## config.mk

```make
export PLATFORM = sky130hd
export DESIGN_NAME = regbank_mp
export DESIGN_NICKNAME = d
export VERILOG_FILES = /design/src/rtl/regbank_mp.sv
export SDC_FILE = /design/constraint.sdc
export NUM_CORES = 2
export LEC_CHECK = 0
export BUFFER_PORTS_ARGS = -buffer_cell sky130_fd_sc_hd__buf_2
export CORE_MARGIN = 3
export CORE_UTILIZATION = 57
export DETAILED_ROUTE_END_ITERATION = 8
export GPL_ROUTABILITY_DRIVEN = 0
export PLACE_DENSITY = 0.78
export SYNTH_ARGS = -nofsm -noshare
export SYNTH_HDL_FRONTEND = slang
export SYNTH_SLANG_ARGS = --single-unit
```

## constraint.sdc

```tcl
create_clock -name clk -period 20.8 [get_ports clk]
set_clock_uncertainty 0.2 [all_clocks]
set_input_delay 2.08 -clock clk [delete_from_list [all_inputs] [get_ports clk]]
set_output_delay 2.08 -clock clk [all_outputs]
set_load 0.01 [all_outputs]
```

## src/rtl/regbank_mp.sv

```systemverilog
`default_nettype none
// ============================================================================
//  Module      : regbank_mp
//  Description : Multi-port CPU register bank with two writeback ports,
//                registered forwarding reads and a per-register busy
//                scoreboard.
//  Revision    : 1.0 - initial release
// ============================================================================
module regbank_mp #(
    parameter int DATA_W = 32,
    parameter int ADDR_W = 4,
    parameter int NRD    = 3
) (
    input  logic                     clk,
    input  logic                     reset,
    input  logic [NRD*ADDR_W-1:0]    rd_addr,
    input  logic [NRD-1:0]           rd_clear,
    input  logic [NRD-1:0]           rd_hold,
    output logic [NRD*DATA_W-1:0]    rd_data,
    output logic [NRD-1:0]           rd_busy,
    input  logic                     wr0_en,
    input  logic [ADDR_W-1:0]        wr0_addr,
    input  logic [DATA_W-1:0]        wr0_data,
    input  logic                     wr1_en,
    input  logic [ADDR_W-1:0]        wr1_addr,
    input  logic [DATA_W-1:0]        wr1_data,
    input  logic                     res_en,
    input  logic [ADDR_W-1:0]        res_addr
);

    localparam int C_NREGS = 2 ** ADDR_W;

    logic [DATA_W-1:0]  r_regs [C_NREGS];
    logic [C_NREGS-1:0] r_busy;
    logic [C_NREGS-1:0] w_busy_nxt;
    logic               w_wr0_ok;
    logic               w_wr1_ok;
    logic               w_res_ok;

    // Port 1 is suppressed when port 0 targets the same register.
    assign w_wr0_ok = wr0_en && (wr0_addr != '0);
    assign w_wr1_ok = wr1_en && (wr1_addr != '0) && !(w_wr0_ok && (wr1_addr == wr0_addr));
    assign w_res_ok = res_en && (res_addr != '0);

    // Reserve is applied last so a new producer owns a register written this cycle.
    always_comb begin
        w_busy_nxt = r_busy;
        if (w_wr0_ok) w_busy_nxt[wr0_addr] = 1'b0;
        if (w_wr1_ok) w_busy_nxt[wr1_addr] = 1'b0;
        if (w_res_ok) w_busy_nxt[res_addr] = 1'b1;
        w_busy_nxt[0] = 1'b0;
    end

    always_ff @(posedge clk or posedge reset) begin
        if (reset) begin
            for (int j = 0; j < C_NREGS; j++) r_regs[j] <= '0;
            r_busy <= '0;
        end else begin
            if (w_wr0_ok) r_regs[wr0_addr] <= wr0_data;
            if (w_wr1_ok) r_regs[wr1_addr] <= wr1_data;
            r_busy <= w_busy_nxt;
        end
    end

    for (genvar i = 0; i < NRD; i++) begin : g_rd
        logic [ADDR_W-1:0] w_addr;
        logic [DATA_W-1:0] r_data;
        logic              r_bsy;

        assign w_addr = rd_addr[i*ADDR_W +: ADDR_W];

        always_ff @(posedge clk or posedge reset) begin
            if (reset) begin
                r_data <= '0;
                r_bsy  <= 1'b0;
            end else if (rd_clear[i]) begin
                r_data <= '0;
                r_bsy  <= 1'b0;
            end else if (!rd_hold[i]) begin
                if (w_addr == '0) begin
                    r_data <= '0;
                    r_bsy  <= 1'b0;
                end else begin
                    if (w_wr0_ok && (w_addr == wr0_addr))
                        r_data <= wr0_data;
                    else if (w_wr1_ok && (w_addr == wr1_addr))
                        r_data <= wr1_data;
                    else
                        r_data <= r_regs[w_addr];
                    r_bsy <= w_busy_nxt[w_addr];
                end
            end
        end

        assign rd_data[i*DATA_W +: DATA_W] = r_data;
        assign rd_busy[i]                  = r_bsy;
    end

endmodule
`default_nettype wire

```

==> summary.md <==
| Metric | Value |
|---|---|
| Layout cell share with drive strength beyond 1 | 25.3% |
| Critical path type | input port to flip-flop |
| Highest ir drop seen on vdd | 0.0000603 V |
| RSZ-0062 raised after global routing | false |
| Cells after synthesis | 3,689 |
| FF+latch count, synth | 626 |
| Max Fclk | 187 MHz |
| Fin Setup TNS | 0 ns |
| Asr flop ratio synth | 100% |
| Synth top area cells | dfrtp_1, mux4_2, mux2i_1 |
| Cell variety after synth | 57 |
| Max-capacitance violation count | 0 |
| Startpoint Class | input port |
| Max Slew Vio Count | 0 |
| Actual slew at the worst max-slew pin | 1.10 ns |
| Final hold slack | 0.215 ns |
| Clk slew on worst S/H paths | 0.06 ns |
| GRT overflow | 0 |
| Die width | 277 µm |
| Port Buffer Count | 197 |
| Setup repair bufs after CTS | 0 |
| Initial Util | 58.0% |
| LEAKAGE | 20.0 nW |
| Post-synth top area share | 37.5% |
| # fillers | 5,492 |
| Yosys warnings | 0 |
| Critical path data arrival time | 5.66 ns |
| Clock Latency Late Sink | 0.62 ns |
| Number of synthesized flops with an enable pin | 0 |
| Iteration count of the initial detailed-routing pass | 5 |
| CP endpoint kind | flip-flop |
| FF/Latch Area | 15,700 µm² |
| CTS root buf | clkbuf_16 |
| Final Util | 62.9% |
| Post-Syn Nets | 3,788 |
| # hold bufs at CTS | 0 |
| Largest net degree at the start of global routing | 119 |
| Post-Syn Area | 41,800 µm² |
| Vias/cell | 7.31 |
| Io pins | 198 |
| HP Class | flip-flop to flip-flop |
| Area Growth Syn to Fin | 8.49% |
| H-tree depth | 3 |
| Remaining DRCs | 0 |
| Count leader, synth | dfrtp_1 |
| Chip Height | 277 µm |
| Clk buf depth | 3 |
| Clock period minus worst slack | 5.36 ns |
| Number of CTS-inserted buffers | 69 |
| WL per Instance | 31.0 µm |
| Die ar. | 76,600 µm² |
| Iter 0 DRT Violations | 5,098 |
| Vias in the first global route | 33,104 |
| Synth Flop Type | dfrtp_1 |
| Synth cell count leaders | dfrtp_1, mux2i_1, mux4_2 |
| Initial antenna violation count | 10 |
| Syn_area_per_cell | 11.3 µm² |
| Crit path required time | 21.10 ns |
| Endpoints failing setup | 0 |
| Final WL | 140,000 µm |
| Crit share post-route | 25.7% |
| Rel. slew slack | 26.4% |
| Multi-input combinational cell area | 24,400 µm² |
| CTS tree | built |
| Clock net sink count | 626 |
| Final net count | 3,619 |
| First-pass GRT wire length | 210,000 µm |
| CP Max Fanout | 78 |
| Via count | 33,121 |
| Status | finished clean |
| Row count | 98 |
| Core region area | 72,100 µm² |
| PostCTS Resize Cnt | 0 |
| Pwr/cell area | 93.6 nW/µm² |
| Cell taking the most area after synthesis | dfrtp_1 |
| Final Hold Fails | 0 |
| GRT Total Usage | 36.4% |
| HPWL after DPL | 75,400 µm |
| Share of the yosys chip area belonging to registers | 37.5% |
| Detail Route Antenna Nets | 0 |
[logic make-up (layout without fill, tap and decap cells)]
group                     after synthesis  in the layout  synth area share [%]
AOI/OAI and AO/OA                     848            848                  11.2
xor gates and xnor gates               28             28                 0.587
buffers and inverters                 513            395                  4.92
DFF                                   626            626                  37.5
muxes                                1059           1059                  39.7
other                                   0              9                     0
and+or+nand+nor                       615            615                  6.01
[worst max-delay path: stages]
cell and delay, ns:
buf_6 0.70, buf_4 0.90, xor2_1 0.14, nor4_1 0.51, o2111ai_4 0.17, buf_4 0.44, mux2i_1 0.29, a21oi_1 0.11
a21o_1 0.21
[flip-flops by register name (all words and copies together) (netlist names)]
register / cells
r_regs: 512
g_rd.r_data: 96
r_busy: 15
g_rd.r_bsy: 3
[stage by stage]
step	instance area, µm²	worst slack, ns	cells	power, mW
6_report	45300	15.44	4530	4.24
4_1_cts	45300	15.64	4521	4.22
5_1_grt	45300	15.33	4527	4.41
3_3_place_gp	42800	15.06	4399	2.81
2_1_floorplan	41800	0.988	3689	2.56
3_5_place_dp	42800	14.98	4399	2.87
[power by group]
part | internal (mW) | switching, mW
sequential | 1.49 | 0.269
clock | 0.809 | 0.537
combinational | 0.633 | 0.503
total | 2.93 | 1.31
[per-layer routing]
metal	track usage [%]	vias up	part of all wire (%)
met5	0	-	0.0086
met1	47.9	16270	35
met2	52.8	2801	44
met4	21.5	2	6.5
met3	12.3	622	15
li1	-	13426	-
[final timing paths]
check | from | endpoint | slack, ns | cells after the start
worst max-delay path | rd_addr[5] | g_rd[1].r_data[28] | 15.44 | 9
worst min-delay path | r_regs[493] | r_regs[493] | 0.22 | 0
worst max register to register | r_regs[434] | g_rd[0].r_data[18] | 18.41 | 5
worst min register to register | r_regs[493] | r_regs[493] | 0.22 | 0
max in group asynchronous | reset | r_regs[81] | 15.83 | 5
min in group asynchronous | reset | r_busy[8] | 1.39 | 2
[placed cells by master, fill, tap and decap left out, types with 9 or more instances in the layout]
cell type  netlist  final
a21o_1          96     96
a21oi_1        235    230
buf_2           74    188
buf_4            6     64
bufinv_16        0      9
clkbuf_16        0     72
clkbuf_8         0     18
dfrtp_1        626    626
diode_2          0      9
inv_1           15     14
mux2i_1        578    578
mux4_2         480    480
nand2_1        379    374
nand2b_1        15     14
nand3_1         19     16
nor2_1         149    143
o211ai_1         9      9
o21ai_0        461    457
xnor2_1         10     10
xor2_1          18     18
[layout make-up]
cell class                 instances  share of cell area [%]
multi-input combinational       2550                    53.9
sequential                       626                    34.6
clock buffer                      97                    4.58
timing repair buffer             258                    3.31
tap                              950                    2.62
clock inverter                    25                   0.853
inverter                          15                   0.141
antenna                            9                  0.0497
No activity file was read; power rests on OpenSTA's default activity.
